--- src/rtl/display_arbiter.sv ---
// display_arbiter: round-robin owner arbitration of a shared 8-digit display
// among three requesters, with a minimum ownership time-slice.
// Optional feature macro: ARB_TIMEOUT_EN (forced release of an owner after
// MAX_OWN_CYCLES of continuous ownership, with its request masked until it
// has been seen low once).
module display_arbiter #(
    parameter int SLICE_CYCLES   = 25000000,
    parameter int MAX_OWN_CYCLES = 250000000
) (
    input  logic        clk,
    input  logic        rst,
    input  logic [2:0]  req,
    input  logic [31:0] data0,
    input  logic [31:0] data1,
    input  logic [31:0] data2,
    input  logic [31:0] idle_num,
    output logic [2:0]  gnt,
    output logic [31:0] num,
    output logic        busy
);

    typedef enum logic [1:0] {
        IDLE   = 2'd0,
        OWN    = 2'd1,
        SWITCH = 2'd2
    } state_t;

    localparam logic [27:0] SLICE_LAST = 28'(SLICE_CYCLES - 1);

    // Parameter sanity checks, evaluated at elaboration only.
    if (SLICE_CYCLES < 2 || SLICE_CYCLES > 268435455) begin : g_slice_range_chk
        $error("display_arbiter: SLICE_CYCLES out of range");
    end
    if (MAX_OWN_CYCLES < 2) begin : g_own_range_chk
        $error("display_arbiter: MAX_OWN_CYCLES must be at least 2");
    end

    // Round-robin pick: search starts after the last owner and wraps.
    // Returns {found, index}.
    function automatic logic [2:0] rr_pick(input logic [2:0] r, input logic [1:0] last);
        logic [1:0] o0;
        logic [1:0] o1;
        logic [1:0] o2;
        logic [2:0] res;
        case (last)
            2'd0: begin
                o0 = 2'd1; o1 = 2'd2; o2 = 2'd0;
            end
            2'd1: begin
                o0 = 2'd2; o1 = 2'd0; o2 = 2'd1;
            end
            default: begin
                o0 = 2'd0; o1 = 2'd1; o2 = 2'd2;
            end
        endcase
        if (r[o0]) begin
            res = {1'b1, o0};
        end else if (r[o1]) begin
            res = {1'b1, o1};
        end else if (r[o2]) begin
            res = {1'b1, o2};
        end else begin
            res = 3'b000;
        end
        return res;
    endfunction

    // Requester index to one-hot grant vector.
    function automatic logic [2:0] idx2oh(input logic [1:0] i);
        logic [2:0] oh;
        case (i)
            2'd0:    oh = 3'b001;
            2'd1:    oh = 3'b010;
            2'd2:    oh = 3'b100;
            default: oh = 3'b000;
        endcase
        return oh;
    endfunction

    state_t      state_q, state_d;
    logic [2:0]  gnt_q, gnt_d;
    logic        busy_q, busy_d;
    logic [31:0] num_q, num_d;
    logic [27:0] slice_q, slice_d;
    logic [1:0]  owner_q, owner_d;
    logic [1:0]  last_q, last_d;

    logic [2:0]  req_eff_s;
    logic [2:0]  pick_s;
    logic [2:0]  owner_oh_s;
    logic        owner_req_s;
    logic [2:0]  others_s;
    logic [31:0] owner_data_s;

`ifdef ARB_TIMEOUT_EN
    localparam logic [31:0] OWN_LAST = 32'(MAX_OWN_CYCLES - 1);
    logic [31:0] own_cnt_q, own_cnt_d;
    logic [2:0]  mask_q, mask_d;
`endif

    // Effective requests, winner search and current-owner decode.
    always_comb begin
`ifdef ARB_TIMEOUT_EN
        req_eff_s = req & ~mask_q;
`else
        req_eff_s = req;
`endif
        pick_s      = rr_pick(req_eff_s, last_q);
        owner_oh_s  = idx2oh(owner_q);
        owner_req_s = |(req & owner_oh_s);
        others_s    = req_eff_s & ~owner_oh_s;
        case (owner_q)
            2'd0:    owner_data_s = data0;
            2'd1:    owner_data_s = data1;
            default: owner_data_s = data2;
        endcase
    end

    // Next-state and registered-output logic of the arbitration FSM.
    always_comb begin
        state_d = state_q;
        gnt_d   = gnt_q;
        busy_d  = busy_q;
        num_d   = num_q;
        slice_d = slice_q;
        owner_d = owner_q;
        last_d  = last_q;
`ifdef ARB_TIMEOUT_EN
        own_cnt_d = own_cnt_q;
        // A mask bit is released once its request has been sampled low.
        mask_d    = mask_q & req;
`endif
        case (state_q)
            IDLE: begin
                num_d  = idle_num;
                gnt_d  = 3'b000;
                busy_d = 1'b0;
                if (pick_s[2]) begin
                    state_d = OWN;
                    gnt_d   = idx2oh(pick_s[1:0]);
                    busy_d  = 1'b1;
                    owner_d = pick_s[1:0];
                    last_d  = pick_s[1:0];
                    slice_d = 28'd0;
`ifdef ARB_TIMEOUT_EN
                    own_cnt_d = 32'd0;
`endif
                end else begin
                    state_d = IDLE;
                end
            end
            OWN: begin
                num_d = owner_data_s;
`ifdef ARB_TIMEOUT_EN
                own_cnt_d = own_cnt_q + 32'd1;
`endif
                if (!owner_req_s) begin
                    // Voluntary release wins over slice expiry.
                    state_d = SWITCH;
                    gnt_d   = 3'b000;
                    busy_d  = 1'b0;
                    slice_d = 28'd0;
`ifdef ARB_TIMEOUT_EN
                end else if (own_cnt_q == OWN_LAST) begin
                    state_d = SWITCH;
                    gnt_d   = 3'b000;
                    busy_d  = 1'b0;
                    slice_d = 28'd0;
                    mask_d  = (mask_q & req) | owner_oh_s;
`endif
                end else if (slice_q == SLICE_LAST) begin
                    if (|others_s) begin
                        state_d = SWITCH;
                        gnt_d   = 3'b000;
                        busy_d  = 1'b0;
                        slice_d = 28'd0;
                    end else begin
                        // Uncontended: owner keeps the display for another slice.
                        slice_d = 28'd0;
                    end
                end else begin
                    slice_d = slice_q + 28'd1;
                end
            end
            SWITCH: begin
                // num holds its last value for the single gap cycle.
                if (pick_s[2]) begin
                    state_d = OWN;
                    gnt_d   = idx2oh(pick_s[1:0]);
                    busy_d  = 1'b1;
                    owner_d = pick_s[1:0];
                    last_d  = pick_s[1:0];
                    slice_d = 28'd0;
`ifdef ARB_TIMEOUT_EN
                    own_cnt_d = 32'd0;
`endif
                end else begin
                    state_d = IDLE;
                    gnt_d   = 3'b000;
                    busy_d  = 1'b0;
                end
            end
            default: begin
                state_d = IDLE;
                gnt_d   = 3'b000;
                busy_d  = 1'b0;
            end
        endcase
    end

    // State and output registers with synchronous active-low reset.
    always_ff @(posedge clk) begin
        if (!rst) begin
            state_q <= IDLE;
            gnt_q   <= 3'b000;
            busy_q  <= 1'b0;
            num_q   <= 32'd0;
            slice_q <= 28'd0;
            owner_q <= 2'd0;
            last_q  <= 2'd2;
        end else begin
            state_q <= state_d;
            gnt_q   <= gnt_d;
            busy_q  <= busy_d;
            num_q   <= num_d;
            slice_q <= slice_d;
            owner_q <= owner_d;
            last_q  <= last_d;
        end
    end

`ifdef ARB_TIMEOUT_EN
    // Continuous-ownership counter and per-requester timeout mask.
    always_ff @(posedge clk) begin
        if (!rst) begin
            own_cnt_q <= 32'd0;
            mask_q    <= 3'b000;
        end else begin
            own_cnt_q <= own_cnt_d;
            mask_q    <= mask_d;
        end
    end
`endif

    assign gnt  = gnt_q;
    assign busy = busy_q;
    assign num  = num_q;

endmodule

--- config.mk ---
export PLATFORM = sky130hd
export DESIGN_NAME = display_arbiter
export DESIGN_NICKNAME = d
export VERILOG_FILES = /design/src/rtl/display_arbiter.sv
export SDC_FILE = /design/constraint.sdc
export NUM_CORES = 1
export LEC_CHECK = 0
export CAP_MARGIN = 20
export CELL_PAD_IN_SITES_DETAIL_PLACEMENT = 1
export CELL_PAD_IN_SITES_GLOBAL_PLACEMENT = 2
export CORE_ASPECT_RATIO = 1.4
export CORE_MARGIN = 1.5
export CORE_UTILIZATION = 22
export DETAILED_ROUTE_END_ITERATION = 8
export PLACE_DENSITY_LB_ADDON = 0.1
export REMOVE_ABC_BUFFERS = 1
export SETUP_SLACK_MARGIN = 0.02
export SYNTH_ARGS = -nofsm -noshare
export SYNTH_HDL_FRONTEND = slang
export SYNTH_SLANG_ARGS = --single-unit
--- constraint.sdc ---
create_clock -name clk -period 1.8 [get_ports clk]
set_input_delay 0.45 -clock clk [delete_from_list [all_inputs] [get_ports clk]]
set_output_delay 0.45 -clock clk [all_outputs]
set_load 0.02 [all_outputs]
; ---- Word-level counts from Yosys, hierarchy flattened
; Index checks and enable logic that the tools add are counted.
[word_totals]
latchBits = 0
register_bits = 70
rom_bits = 0
ram_bits = 0
out_inout_bits = 36
memories = 0
elab_cells = 72
input_bits = 133
[op_classes]
mul = 0
n_div = 0
mux = 35
n_bitwise = 3
n_lt_le_gt_ge = 3
reduce_logical = 12
addsub = 1
eq_ne = 11
n_shift = 0
[op_table]
columns = operator, n
row1 = $pmux W32 S2, 2
row2 = $mux W28, 3
row3 = $pmux W28 S2, 1
row4 = $add A28 B1 Y28 const B, 1
row5 = $eq A28 B25 Y1 const B, 1
row6 = $mux W3, 7
row7 = $pmux W3 S3, 2
row8 = $pmux W2 S2, 4
row9 = $lt A2 B3 Y1 const B, 3
row10 = $eq A2 B1 Y1 const B, 4
row11 = $logic_not A2 Y1, 4
row12 = $mux W1, 8
row13 = $and A3 B3 Y3, 2
row14 = $bmux W1 S2, 3
row15 = $eq A2 B2 Y1 const B, 3
row16 = $mux W2, 3
row17 = $ne A3 B3 Y1 const B, 2
row18 = $pmux W3 S2, 1
row19 = $reduce_and A2 Y1, 3
row20 = $reduce_or A3 Y1, 2
row21 = $reduce_bool A2 Y1, 2
row22 = $not A3 Y3, 1
row23 = $ne A2 B1 Y1 const B, 1
row24 = $pmux W1 S2, 1
row25 = $reduce_or A2 Y1, 1

; ---- Longest topological paths before layout
; Gate-level depths: netlist (run 1).
[logic_depth]
word_depth = 11
depth_mapped = 7
ltp_nobuf = 6

; ---- Worst setup path before layout (run 1)
; OpenSTA, ideal clock, no wires.
[synth_path]
kind = flip-flop to flip-flop
startpoint = register slice_q[0]
endpoint = register slice_q[21]
required_ns = 1.678
period_less_slack_ns = 1.799
setup_time_ns = 0.122
slack_ns = 0.001
path_stages_with_launch = 7
path_buffers = 0
t_arrival_ns = 1.677
path_cell_list = dfxtp_1 > ha_1 > nand4_1 > nor4_4 > a211oi_4 > and2_1 > a221o_1
[synth_between]
elab_chain_cells = 4
word_cells_on_any_way = 5
classes_between = add/sub: 1 / eq/ne: 1 / mux: 3
[synth_lines]
columns = item, line_no
row1 = start: declaration, 84  ; logic [27:0] slice_q, slice_d;
row2 = start signal: assignment, 226  ; slice_q <= slice_d;
row3 = $add A28 B1 Y28 / $eq A28 B25 Y1 (equally long branches), "182, 171"
row4 = $mux W28 *, 171  ; end else if (slice_q == SLICE_LAST) begin
row5 = $mux W28 *, 157  ; if (!owner_req_s) begin
row6 = $pmux W28 S2 *, 133  ; case (state_q)
; Mark *: on every way between the ends. The rest lies on a longest branch, timed or not.
; A chain may end at the register's enable or synchronous reset.

; ---- Worst setup path after layout (run 1)
; Same ends and word-level chain as after synthesis.

==> results.json, run 1 <==
{
  "outcome": "complete, but fails checks",
  "violations": "negative setup slack",
  "max_cap_viol_count": 0,
  "power.leakage_nw": 2.824,
  "path_class": "reg -> reg",
  "syn_area_sq_um": 4249,
  "wl_per_cell_um": 17.04,
  "finalSetupViolCount": 3,
  "dp_hpwl_um": 13250,
  "p_int_mw": 3.483,
  "ys_seq_elements": 68,
  "cp_top_family": "simple AND/OR/NAND/NOR gates",
  "cts_max_path_buffers": 2,
  "ant_nets": 0,
  "synth-edff-count": 0,
  "path_cells": "ha_4, nand4_1, nor4_4, a211oi_4, buf_12, and2_4, a221o_1",
  "period_share": 1.026,
  "async_flop_share": 0,
  "tns_ps": -106.4,
  "gp_congestion": 0.7959,
  "drtIter0Drc": 106,
  "vias": 4770,
  "multiInputGateArea_sq_um": 2795,
  "cts.htree.levels": 3,
  "syn_avg_cell_area_sq_um": 7.957,
  "antenna_found_initial": 0,
  "final_net_count": 889,
  "grt_overflow": 0,
  "worstPathArrival_ps": 2070,
  "grt_max_degree": 52,
  "hold_start": "gnt[0]$_SDFFE_PN0P_",
  "power.switching_mw": 1.470,
  "reg2reg_to": "slice_q[21]$_SDFFE_PN0P_",
  "syn_inst": 534,
  "drive_gt1_frac": 0.1789,
  "timing.rr.start": "slice_q[0]$_SDFFE_PN0P_",
  "cp-end-kind": "flip-flop",
  "whs_endpoint": "gnt[0]$_SDFFE_PN0P_",
  "cts.sinks": 68,
  "viasPerCell": 4.732,
  "synth_warnings": 0,
  "clk_pin_slew_ps": 60,
  "hold_viol": 0,
  "r2r_slack_ps": -50,
  "die_area_sq_um": 20170,
  "worst_slew_pin_slew_ps": 586.4,
  "fp.dieW_um": 120.5,
  "drt-total-wl_um": 17180,
  "slew_headroom": 0.6091,
  "max_stage_delay_ps": 350,
  "skew_ps": 8.174,
  "dieHeight_um": 167.4,
  "dr.pass1.iters": 4,
  "hp-class": "reg -> reg",
  "numCtsBuffers": 9,
  "grt_pass1_wl_um": 27150,
  "drv_slew": 0,
  "p_seq_frac": 0.341,
  "rows": 60,
  "powerDensity_nw_per_um2": 692.0,
  "fill_cells": 2288,
  "critPathLaunchType": "flip-flop",
  "cp_max_fo": 6,
  "boundaryPins": 169,
  "synth_top_flop_cell": "dfxtp_1",
  "setup_ws_ps": -47.19,
  "crit_buf_inv": 1,
  "holdBufCountCts": 0,
  "clockRootBuffer": "clkbuf_16",
  "startpoint": "slice_q[0]$_SDFFE_PN0P_",
  "fin_util": 0.3753,
  "synth_cell_types": 58,
  "final-seq-area_sq_um": 1370,
  "irDropWorstVdd_uv": 317.2,
  "clk_latency_ps": 340,
  "antenna_cells": 0,
  "rsz0062_at_grt": "yes",
  "fmax_mhz": 541.4,
  "combPwrFrac": 0.306,
  "whs_path_depth": 1,
  "yosysSeqAreaShare": 0.3204,
  "track_usage": 0.1701,
  "fin_crit_ps": 1847,
  "cts_tree": "done",
  "slowest_stage": "dfxtp_2",
  "r2r_cells": 7,
  "initial_core_util": 0.2228,
  "area_delta_synth_final_pct": 68.43,
  "numPortBuffers": 168,
  "post-route-drc-count": 0,
  "required_ps": 2020,
  "core_area_sq_um": 19070,
  "grt_pass1_vias": 5035,
  "netSwitchingFraction": 0.2967,
  "pwr-share-clk": 0.352
}
-- logic make-up (layout without fill, tap and decap cells) --
| group | count (synthesis) | in the layout | synth area share |
|---|---|---|---|
| adder cells (fa/ha/maj) | 1 | 1 | 0.002944 |
| buffers and inverters | 44 | 270 | 0.04888 |
| XOR/XNOR | 4 | 4 | 0.008247 |
| multiplexers | 69 | 69 | 0.1631 |
| flip-flops | 68 | 68 | 0.3204 |
| AO/OA/AOI/OAI | 123 | 123 | 0.1764 |
| AND/OR/NAND/NOR | 225 | 225 | 0.2800 |
-- sequential cells by signal (all words and copies together), names as in the netlist --
| register | count |
|---|---|
| num | 32 |
| slice_q | 28 |
| gnt | 3 |
| owner_q | 2 |
| state_q | 2 |
| last_q | 1 |
-- timing repair --
action                                  CTS  global route
buffers inserted                          5             2
resized for setup                        23            28
pin swaps                                11             3
endpoints found under the setup margin   34            44
-- power groups by stage --
stage	logic, mW	registers, mW	clock network, mW
3_5_place_dp	1.52	1.73	0
3_3_place_gp	1.49	1.72	0
4_1_cts	1.54	1.69	1.80
6_report	1.52	1.69	1.75
5_1_grt	1.66	1.71	1.87
2_1_floorplan	0.474	1.94	0
-- cell usage after synthesis (2+ instances only) --
| master | instances | share of area |
|---|---|---|
| a221o_1 | 2 | 0.0047 |
| a31oi_1 | 21 | 0.031 |
| a32o_1 | 2 | 0.0047 |
| a41oi_1 | 4 | 0.0082 |
| and2_1 | 35 | 0.052 |
| and3_1 | 6 | 0.0088 |
| and4_1 | 9 | 0.019 |
| buf_1 | 2 | 0.0018 |
| buf_2 | 10 | 0.012 |
| buf_4 | 2 | 0.0035 |
| buf_6 | 3 | 0.0079 |
| clkbuf_1 | 23 | 0.020 |
| dfxtp_1 | 68 | 0.32 |
| inv_1 | 4 | 0.0035 |
| mux2_2 | 2 | 0.0053 |
| mux2i_1 | 67 | 0.16 |
| nand2_1 | 83 | 0.073 |
| nand2b_1 | 2 | 0.0029 |
| nand3_1 | 19 | 0.022 |
| nand3b_1 | 7 | 0.012 |
| nand4_1 | 11 | 0.016 |
| nor2_1 | 23 | 0.020 |
| nor2b_1 | 7 | 0.010 |
| nor3_1 | 5 | 0.0059 |
| nor4_1 | 4 | 0.0059 |
| nor4b_1 | 2 | 0.0041 |
| o211ai_1 | 3 | 0.0053 |
| o21ai_0 | 69 | 0.081 |
| o21ai_1 | 5 | 0.0059 |
| o22ai_1 | 2 | 0.0029 |
| or4_1 | 3 | 0.0053 |
| xor2_1 | 3 | 0.0062 |
-- worst register-to-register path, delay by kind of cell, from the launching register on --
kind                       cells  cell delay [ps]
DFF                            1              350
AOI/OAI and AO/OA              2              420
buffers and inverters          1              150
adders and majority gates      1              140
and+or+nand+nor                3              680
-- worst max path at each step --
| stage | to | slack [ps] | cells after the start |
|---|---|---|---|
| after global placement | slice_q[20]$_SDFFE_PN0P_ | -510 | 8 |
| after CTS | slice_q[21]$_SDFFE_PN0P_ | -100 | 7 |
| final | slice_q[21]$_SDFFE_PN0P_ | -50 | 7 |
| after detailed placement | slice_q[25]$_SDFFE_PN0P_ | -550 | 8 |
| after global routing | slice_q[24]$_SDFFE_PN0P_ | -120 | 7 |
| after floorplan | slice_q[6]$_SDFFE_PN0P_ | -1430 | 5 |
-- routing by layer --
metal  up-vias  routed length, um  global-route usage
met5         -                  0                   0
met4         0                297             0.05422
met3        21                776             0.03065
met2       114               8937              0.3140
met1      2265               7166              0.1956
li1       2370                  -                   -
-- area by class of cell --
class | instances | area share
Multi-Input combinational cell | 422 | 0.3906
Timing Repair Buffer | 250 | 0.3327
Sequential cell | 68 | 0.1914
Tap cell | 248 | 0.04336
Clock buffer | 11 | 0.03252
Clock inverter | 5 | 0.007343
Inverter | 4 | 0.002098
-- metrics by stage --
stage                     instances  area (sq um)  power [mW]  setup WS, ps  hold slack (ps)
after floorplan                 494          4056       2.418         -1427            452.5
after global placement          987          6676       3.212        -508.0            462.8
after detailed placement        987          6676       3.251        -549.2            488.9
after CTS                      1006          7047       5.030        -100.1            497.0
after global routing           1008          7157       5.235        -117.8            510.2
final                          1008          7157       4.953        -47.19            490.1
-- layout by cell type, fill, tap and decap left out, drive strengths merged, types with 3 or more instances in the layout --
cell and instances:
a31oi 21, a41oi 4, and2 35, and3 6, and4 9, buf 83, clkbuf 11, clkdlybuf4s50 147
clkinv 3, dfxtp 68, dlygate4sd2 6, dlymetal6s2s 14, inv 4, mux2i 67, nand2 84, nand3 19
nand3b 7, nand4 12, nor2 23, nor2b 7, nor3 6, nor4 5, o211ai 3, o21ai 74
or4 3, xor2 3
No activity file was read; power rests on OpenSTA's default activity.
==> run 2: changes to the inputs <==
--- a/config.mk
+++ b/config.mk
@@ -9,7 +9,7 @@
 export CELL_PAD_IN_SITES_DETAIL_PLACEMENT = 1
 export CELL_PAD_IN_SITES_GLOBAL_PLACEMENT = 2
 export CORE_ASPECT_RATIO = 1.4
-export CORE_MARGIN = 1.5
+export CORE_MARGIN = 2
 export CORE_UTILIZATION = 22
 export DETAILED_ROUTE_END_ITERATION = 8
 export PLACE_DENSITY_LB_ADDON = 0.1
==> run 2 against run 1 <==
Against the previous run: the flow still finishes with violations (negative setup slack); fmax rose by 0.46%; sequential power barely moved; via count rose by 0.36%; cell count fell by 0.30%; clock power barely moved; critical path depth did not move; utilization rose by 0.62 points; flip-flop and latch count did not move; non-clock buffer count fell by 2; combinational power barely moved; worst setup slack improved by 8.5 ps; count of clock-buffer cells in the layout rose by 3; critical endpoint is now slice_q[24]$_SDFFE_PN0P_; highest routed layer unchanged.
==> results.json, run 2 (synthesis results as in run 1) <==
{
  "outcome": "complete, but fails checks",
  "violations": "negative setup slack",
  "finalSetupViolCount": 3,
  "core_area_sq_um": 19070,
  "timing.rr.start": "slice_q[5]$_SDFFE_PN0P_",
  "combPwrFrac": 0.311,
  "gp_congestion": 0.8098,
  "hold_start": "gnt[2]$_SDFFE_PN0P_",
  "r2r_cells": 7,
  "track_usage": 0.1641,
  "mostFrequentLayoutCells": "146 x clkdlybuf4s50_1, 83 x nand2_1, 72 x buf_4",
  "drtIter0Drc": 129,
  "fin_crit_ps": 1839,
  "cts.sinks": 68,
  "period_share": 1.021,
  "gr-usage-met1": 0.1907,
  "grtUsageMet2": 0.3019,
  "grt_overflow": 0,
  "tns_ps": -60.55,
  "fin_util": 0.3816,
  "rsz0062_at_grt": "yes",
  "fmax_mhz": 543.9,
  "clockRootBuffer": "clkbuf_16",
  "die_area_sq_um": 20460,
  "final_net_count": 887,
  "cts_max_path_buffers": 2,
  "clk_pin_slew_ps": 60,
  "antenna_found_initial": 0,
  "final_common_cell": "clkdlybuf4s50_1",
  "grt_max_degree": 55,
  "cts_tree": "done",
  "cts.htree.levels": 3,
  "path_class": "reg -> reg",
  "post-route-drc-count": 0,
  "max_cap_viol_count": 0,
  "whs_path_depth": 1,
  "ant_nets": 0,
  "r2r_slack_ps": -40,
  "worstPathArrival_ps": 2060,
  "rows": 60,
  "numPortBuffers": 168,
  "powerDensity_nw_per_um2": 682.2,
  "numCtsBuffers": 9,
  "setup_ws_ps": -38.68,
  "pwr-share-clk": 0.347,
  "required_ps": 2020,
  "netSwitchingFraction": 0.2929,
  "p_seq_frac": 0.342,
  "hold_viol": 0,
  "dr.pass1.iters": 4,
  "largest_register_ff_count": 32,
  "cp_max_fo": 9,
  "irDropWorstVdd_uv": 334.5,
  "grt_use_met3": 0.03557,
  "gr-max-usage-layer": "met2",
  "dp_hpwl_um": 13210,
  "viasPerCell": 4.763,
  "antenna_cells": 0,
  "grt_pass1_wl_um": 26480,
  "critPathLaunchType": "flip-flop",
  "power_mw": 4.963,
  "slew_headroom": 0.6787,
  "hp-class": "reg -> reg",
  "p_int_mw": 3.509,
  "vias": 4787,
  "fp.dieW_um": 121.5,
  "dp_slack_ps": -429.2,
  "initial_core_util": 0.2228,
  "whs_endpoint": "gnt[2]$_SDFFE_PN0P_",
  "drt-total-wl_um": 17430,
  "worst_slew_pin_slew_ps": 481.9,
  "power.switching_mw": 1.454,
  "cp-end-kind": "flip-flop",
  "dieHeight_um": 168.4,
  "fill_cells": 2247,
  "drive_gt1_frac": 0.1968,
  "wl_per_cell_um": 17.34,
  "power.leakage_nw": 2.819,
  "area_delta_synth_final_pct": 71.23,
  "clk_latency_ps": 330,
  "boundaryPins": 169,
  "skew_ps": 5.070,
  "reg2reg_to": "slice_q[24]$_SDFFE_PN0P_",
  "grt_pass1_vias": 4933,
  "drv_slew": 0
}
-- run 2: cell count changes in the layout (fill, tap and decap cells not counted), moves of 3 or more --
cell | previous run | this run
a31oi_1 | 19 | 14
a31oi_4 | 1 | 5
buf_4 | 75 | 72
clkbuf_8 | 0 | 4
dfxtp_1 | 61 | 53
dfxtp_2 | 7 | 15
-- run 2: routing by layer --
metal / vias up / part of all wire
met4: 0 / 0.0072
li1: 2370 / -
met1: 2298 / 0.42
met3: 8 / 0.055
met2: 111 / 0.52
met5: - / 0
-- run 2: timing repair --
item | 4_1_cts | 5_1_grt
gates cloned | 0 | 1
setup endpoints to repair | 36 | 37
hold buffers | 0 | 0
resized for setup | 33 | 31
setup buffers | 2 | 0
pin swaps | 10 | 4
-- run 2: power groups by stage --
stage               clock network [mW]  logic [mW]  registers [mW]
global placement                     0        1.51            1.72
detailed placement                   0        1.54            1.73
finish                            1.72        1.55            1.70
floorplan                            0       0.474            1.94
CTS                               1.79        1.54            1.70
global route                      1.86        1.69            1.71
-- run 2: worst max path at each step --
stage,startpoint,to,slack [ps],cells after the start
after CTS,slice_q[19]$_SDFFE_PN0P_,slice_q[24]$_SDFFE_PN0P_,-60,6
after global routing,slice_q[1]$_SDFFE_PN0P_,slice_q[24]$_SDFFE_PN0P_,-140,7
after global placement,req[0],gnt[2]$_SDFFE_PN0P_,-380,9
after floorplan,owner_q[0]$_SDFFE_PN0P_,slice_q[6]$_SDFFE_PN0P_,-1430,5
final,slice_q[5]$_SDFFE_PN0P_,slice_q[24]$_SDFFE_PN0P_,-40,7
after detailed placement,req[0],gnt[0]$_SDFFE_PN0P_,-430,9
-- run 2: area by class of cell --
cell class              count  area (sq um)  share of cell area
clock buffers              14         284.0             0.03904
clock inverters             1         5.005           0.0006879
inverters                   4         15.01            0.002064
multi-input cells         422          2885              0.3966
flip-flops and latches     68          1380              0.1897
well taps                 248         310.3             0.04265
repair buffers            248          2396              0.3293
-- run 2: worst max-delay path, stage by stage (launching register included) --
cell	delay, ps
dfxtp_2	400
buf_4	130
nand2b_1	110
nor4_4	340
a211oi_4	130
buf_12	160
and4_1	190
a221o_1	270
-- run 2: per-stage QoR --
step           hold WS (ps)  instances  cell area, sq um
2_1_floorplan         452.5        494              4056
3_3_place_gp          467.8        987              6701
3_5_place_dp          458.8        987              6701
4_1_cts               471.2       1004              7082
5_1_grt               502.7       1005              7276
6_report              463.8       1005              7276
